`src/rtl/random_ternary_sequencer.sv`:
```
// random_ternary_sequencer
//   Produces P ternary coefficients (+1 / -1 / 0) from a 32-bit xorshift
//   generator. Each coefficient goes out on a valid/ready handshake.
//
//   Optional feature macro: RANDOM_TERNARY_WEIGHT_CAP_EN. When it is defined,
//   coefficients are forced to 0 once W nonzero coefficients have been
//   accepted in the current run. The generator keeps stepping.
//
//   Ports:
//     clk        in   clock, rising edge
//     rst_n      in   asynchronous active-low reset
//     start      in   run request, sampled only in IDLE
//     seed[31:0] in   xorshift seed, captured when start is accepted
//     coef_valid out  coef/coef_addr hold a valid coefficient
//     coef_ready in   consumer accepts the current coefficient
//     coef[12:0] out  two's-complement coefficient: 0, +1 or -1
//     coef_addr  out  coefficient index 0..P-1
//     busy       out  high in LOAD and RUN
//     done       out  one-cycle pulse at the end of a run
//     nz_count   out  number of nonzero coefficients accepted this run
module random_ternary_sequencer #(
    parameter int P = 757,
    parameter int W = 286
) (
    input  logic        clk,
    input  logic        rst_n,
    input  logic        start,
    input  logic [31:0] seed,
    output logic        coef_valid,
    input  logic        coef_ready,
    output logic [12:0] coef,
    output logic [9:0]  coef_addr,
    output logic        busy,
    output logic        done,
    output logic [9:0]  nz_count
);

    typedef enum logic [1:0] {
        IDLE,
        LOAD,
        RUN,
        DONE
    } state_e;

`ifdef RANDOM_TERNARY_WEIGHT_CAP_EN
    localparam bit CAP_EN = 1'b1;
`else
    localparam bit CAP_EN = 1'b0;
`endif

    localparam logic [9:0] LAST  = 10'(P - 1);
    localparam logic [9:0] W_CAP = 10'(W);

    state_e      state_q, state_d;
    logic [31:0] s_q, s_d;
    logic [31:0] seed_q, seed_d;
    logic [9:0]  addr_q, addr_d;
    logic [9:0]  nz_q, nz_d;
    logic        hs;

    function automatic logic [31:0] xs_step(input logic [31:0] s);
        logic [31:0] t1, t2, t3;
        t1 = s ^ (s >> 7);
        t2 = t1 ^ (t1 << 9);
        t3 = t2 ^ (t2 >> 13);
        return t3 ^ (t3 >> 21);
    endfunction

    // Coefficient decode. It is zero outside RUN, so reset clears it immediately.
    always_comb begin
        coef = '0;
        if (state_q == RUN) begin
            unique case (s_q[1:0])
                2'b01:   coef = 13'd1;
                2'b10:   coef = 13'h1FFF;
                default: coef = '0;
            endcase
            if (CAP_EN && (nz_q >= W_CAP)) begin
                coef = '0;
            end
        end
    end

    assign hs = (state_q == RUN) && coef_ready;

    // The seed is staged in seed_q when start is accepted. s is loaded from
    // seed_q in LOAD, so the final s of the previous run holds through IDLE.
    always_comb begin
        state_d = state_q;
        s_d     = s_q;
        seed_d  = seed_q;
        addr_d  = addr_q;
        nz_d    = nz_q;
        unique case (state_q)
            IDLE: begin
                if (start) begin
                    seed_d  = seed;
                    state_d = LOAD;
                end
            end
            LOAD: begin
                s_d     = (seed_q == '0) ? 32'h1 : seed_q;
                addr_d  = '0;
                nz_d    = '0;
                state_d = RUN;
            end
            RUN: begin
                if (hs) begin
                    s_d = xs_step(s_q);
                    if (coef != '0) begin
                        nz_d = nz_q + 10'd1;
                    end
                    // The last index holds instead of incrementing, so the
                    // address never wraps.
                    if (addr_q == LAST) begin
                        state_d = DONE;
                    end else begin
                        addr_d = addr_q + 10'd1;
                    end
                end
            end
            DONE: begin
                state_d = IDLE;
            end
            default: begin
                state_d = IDLE;
            end
        endcase
    end

    always_ff @(posedge clk or negedge rst_n) begin
        if (!rst_n) begin
            state_q <= IDLE;
            s_q     <= '0;
            seed_q  <= '0;
            addr_q  <= '0;
            nz_q    <= '0;
        end else begin
            state_q <= state_d;
            s_q     <= s_d;
            seed_q  <= seed_d;
            addr_q  <= addr_d;
            nz_q    <= nz_d;
        end
    end

    assign coef_valid = (state_q == RUN);
    assign busy       = (state_q == LOAD) || (state_q == RUN);
    assign done       = (state_q == DONE);
    assign coef_addr  = addr_q;
    assign nz_count   = nz_q;

endmodule

```
`config.mk`:
```
export PLATFORM = sky130hd
export DESIGN_NAME = random_ternary_sequencer
export DESIGN_NICKNAME = d
export VERILOG_FILES = /design/src/rtl/random_ternary_sequencer.sv
export SDC_FILE = /design/constraint.sdc
export NUM_CORES = 1
export LEC_CHECK = 0
export BUFFER_PORTS_ARGS = -buffer_cell sky130_fd_sc_hd__buf_2
export CAP_MARGIN = 20
export CORE_MARGIN = 2
export CORE_UTILIZATION = 25
export CTS_BUF_LIST = sky130_fd_sc_hd__clkbuf_16
export DETAILED_ROUTE_END_ITERATION = 12
export GPL_TIMING_DRIVEN = 0
export SYNTH_ARGS = -nofsm -noshare
export SYNTH_HDL_FRONTEND = slang
export SYNTH_SLANG_ARGS = --single-unit
```
`constraint.sdc`:
```
create_clock -name clk -period 3.4 [get_ports clk]
set_input_delay 0.68 -clock clk [delete_from_list [all_inputs] [get_ports clk]]
set_output_delay 0.68 -clock clk [all_outputs]
set_load 0.1 [all_outputs]
```
==> flow_metrics.tcl <==
set metrics [dict create \
    synth_compound_area_frac 0.0737 \
    worstPathRequired_ns 2.72 \
    syn_nets 487 \
    min_period_ns 3.17 \
    ys.warnings.count 0 \
    cts.sinks 86 \
    rrSetupSlack_ns 0.73 \
    synth_xor_area_frac 0.185 \
    synth_area_per_cell_um2 10.8 \
    grt_pass1_wl_um 19100 \
    fin_setup_tns_ns 0 \
    seq_area_frac_synth 0.449 \
    syn2layout_area_growth_pct 19.9 \
    netlist_instances 442 \
    startpoint "state_q[0]" \
    die_h_um 142 \
    cts_made_buffers 9 \
    fill_cells 1967 \
    layout.cells.non_filler 761 \
    syn_area_um2 4790 \
    synthDistinctLibCells 45 \
    path_class "reg -> out" \
    layout_common_cells "86 x dfrtp_1, 72 x buf_2, 56 x xnor2_1, 37 x nand2_1, 33 x mux2_2" \
    avgViaCountPerCell 4.54 \
    hpwl_um 9040 \
    status "finished, final reports clean" \
    drt-initial-drc-count 198 \
    cts_setup_buffers 0 \
    antenna_cells 0 \
    synth_edf_count 0 \
    finalSetupViolations 0 \
    multi_input_area_um2 2460 \
    routed_wl_um 11900 \
    start_util 0.255 \
    hold_viol 0 \
    r2r-start "state_q[0]" \
    timing.fmax_mhz 315 \
    synth_top_cell_by_area "dfrtp_1" \
    slew_violations 0 \
    ios 72 \
    synthArstFlopShare 1.00 \
    synth_top_family_by_area "XOR/XNOR gates" \
    drv_cap 0 \
    final_common_cell "dfrtp_1" \
    clock_skew_ns 0.00363 \
    synth-seq-cells 86 \
    tritoncts "done" \
    fin_crit_sh 0.933 \
    crit_path_end_kind "output port" \
    worst_pin_slew_ns 0.773 \
    arrival_ns 2.49 \
    yosysTopAreaCellShare 0.449 \
    final_util 0.306 \
    synth.area.top_cells "dfrtp_1 45%, xnor2_1 10%, mux2_2 7.8%, xor2_1 5.3%, mux2i_1 4.0%" \
    cts_max_path_buffers 2 \
    drc_errors 0 \
    synth_simple_gate_area_frac 0.110 \
    root_buffer "clkbuf_16" \
    drive_above_1_share 0.260 \
    drtPass1Iterations 4 \
    track_usage 0.124 \
    fin_hold_ws_ns 0.226 \
    synth_fa_ha_area_frac 0.0235 \
    seq_area_um2 2150 \
    antenna_found_initial 0 \
    wl_per_cell_um 15.7 \
    startpoint_type "flip-flop" \
    rsz0062_at_grt "no" \
    via_count 3453 \
    path_clk_slew_ns 0.06 \
    rows 50 \
    dp.cells 748 \
    insertion_delay_ns 0.35 \
    hold_path_class "in -> async" \
    globalRoute.totalOverflow 0 \
    muxShareOfSynthArea 0.120 \
    relSlewSlack 0.481 \
    grt_pass1_vias 3453 \
    dieWidth_um 142 \
    dieArea_um2 20300 \
    ys.flop_type "dfrtp_1" \
    nNetsFinal 569 \
    worst-path-max-fanout 19 \
    gp_congestion 0.821 \
    core-area_um2 18800 \
    h-tree-depth 3 \
    grt_max_degree 66 \
    antenna_left 0 \
    port_buffers 71 \
]
-- cell type report --
| cell class | instances | share of cell area |
|---|---|---|
| inverters | 9 | 0.00589 |
| flip-flops and latches | 86 | 0.375 |
| multi-input cells | 319 | 0.429 |
| clock inverters | 5 | 0.00785 |
| repair buffers | 72 | 0.0671 |
| well taps | 234 | 0.0510 |
| clock buffers | 9 | 0.0392 |
| plain buffers | 27 | 0.0253 |
-- cell usage after synthesis (3+ instances only) --
master	instances
dfrtp_1	86
nand3_1	10
mux2i_1	19
and4_1	4
and3_1	10
nor2b_1	3
nand4_1	8
clkbuf_1	9
buf_1	6
nor4_1	8
a211oi_1	3
nand2_1	37
o211ai_1	5
ha_1	9
xnor2_1	56
o21ai_0	24
and2_1	5
inv_1	8
xor2_1	29
buf_4	11
a21oi_1	9
mux2_2	33
nor2_1	20
-- metal layers --
| metal | vias up | routed length [um] | part of all wire | track usage |
|---|---|---|---|---|
| li1 | 1681 | - | - | - |
| met1 | 1676 | 5680 | 0.48 | 0.169 |
| met2 | 78 | 5440 | 0.46 | 0.192 |
| met3 | 18 | 551 | 0.046 | 0.0283 |
| met4 | 0 | 247 | 0.021 | 0.0448 |
| met5 | - | 0 | 0 | 0 |
-- timing repair --
item,CTS,global route
endpoints found under the setup margin,12,0
hold buffers,0,0
resized for setup,0,0
-- final timing paths --
check,endpoint,cells past startpoint
worst max-delay path,coef[0],7
worst min-delay path,seed_q[28],1
worst max register to register,s_q[4],8
worst min register to register,s_q[31],2
max in group asynchronous,s_q[9],2
min in group clk,s_q[31],2
-- sequential cells by signal, indices dropped and copies added, names as in the netlist --
register / cells
seed_q: 32
s_q: 32
coef_addr: 10
state_q: 2
nz_count: 10
-- logic make-up (layout without fill, tap and decap cells) --
logic type | Yosys count | count (layout)
adder cells (fa/ha/maj) | 9 | 9
multiplexers | 53 | 53
flip-flops | 86 | 86
XOR/XNOR | 92 | 92
AND/OR/NAND/NOR | 107 | 107
buffers and inverters | 37 | 122
AO/OA/AOI/OAI | 58 | 58
-- metrics by stage --
step	cell area (um2)	worst slack, ns
final	5740	0.228
after global routing	5740	0.0398
after CTS	5740	0.208
after detailed placement	5470	0.251
after global placement	5440	0.296
after floorplan	4790	0.0758
-- worst max-delay path: stages, from the launching register on --
cell and delay [ns]:
dfrtp_1 0.42, inv_1 0.12, ha_2 0.21, buf_2 0.36, inv_2 0.12, clkbuf_1 0.28
nor2_2 0.20, buf_2 0.44
Power is not shown: default switching activity piles up to over one toggle a cycle in this logic, so the estimate is an artifact.
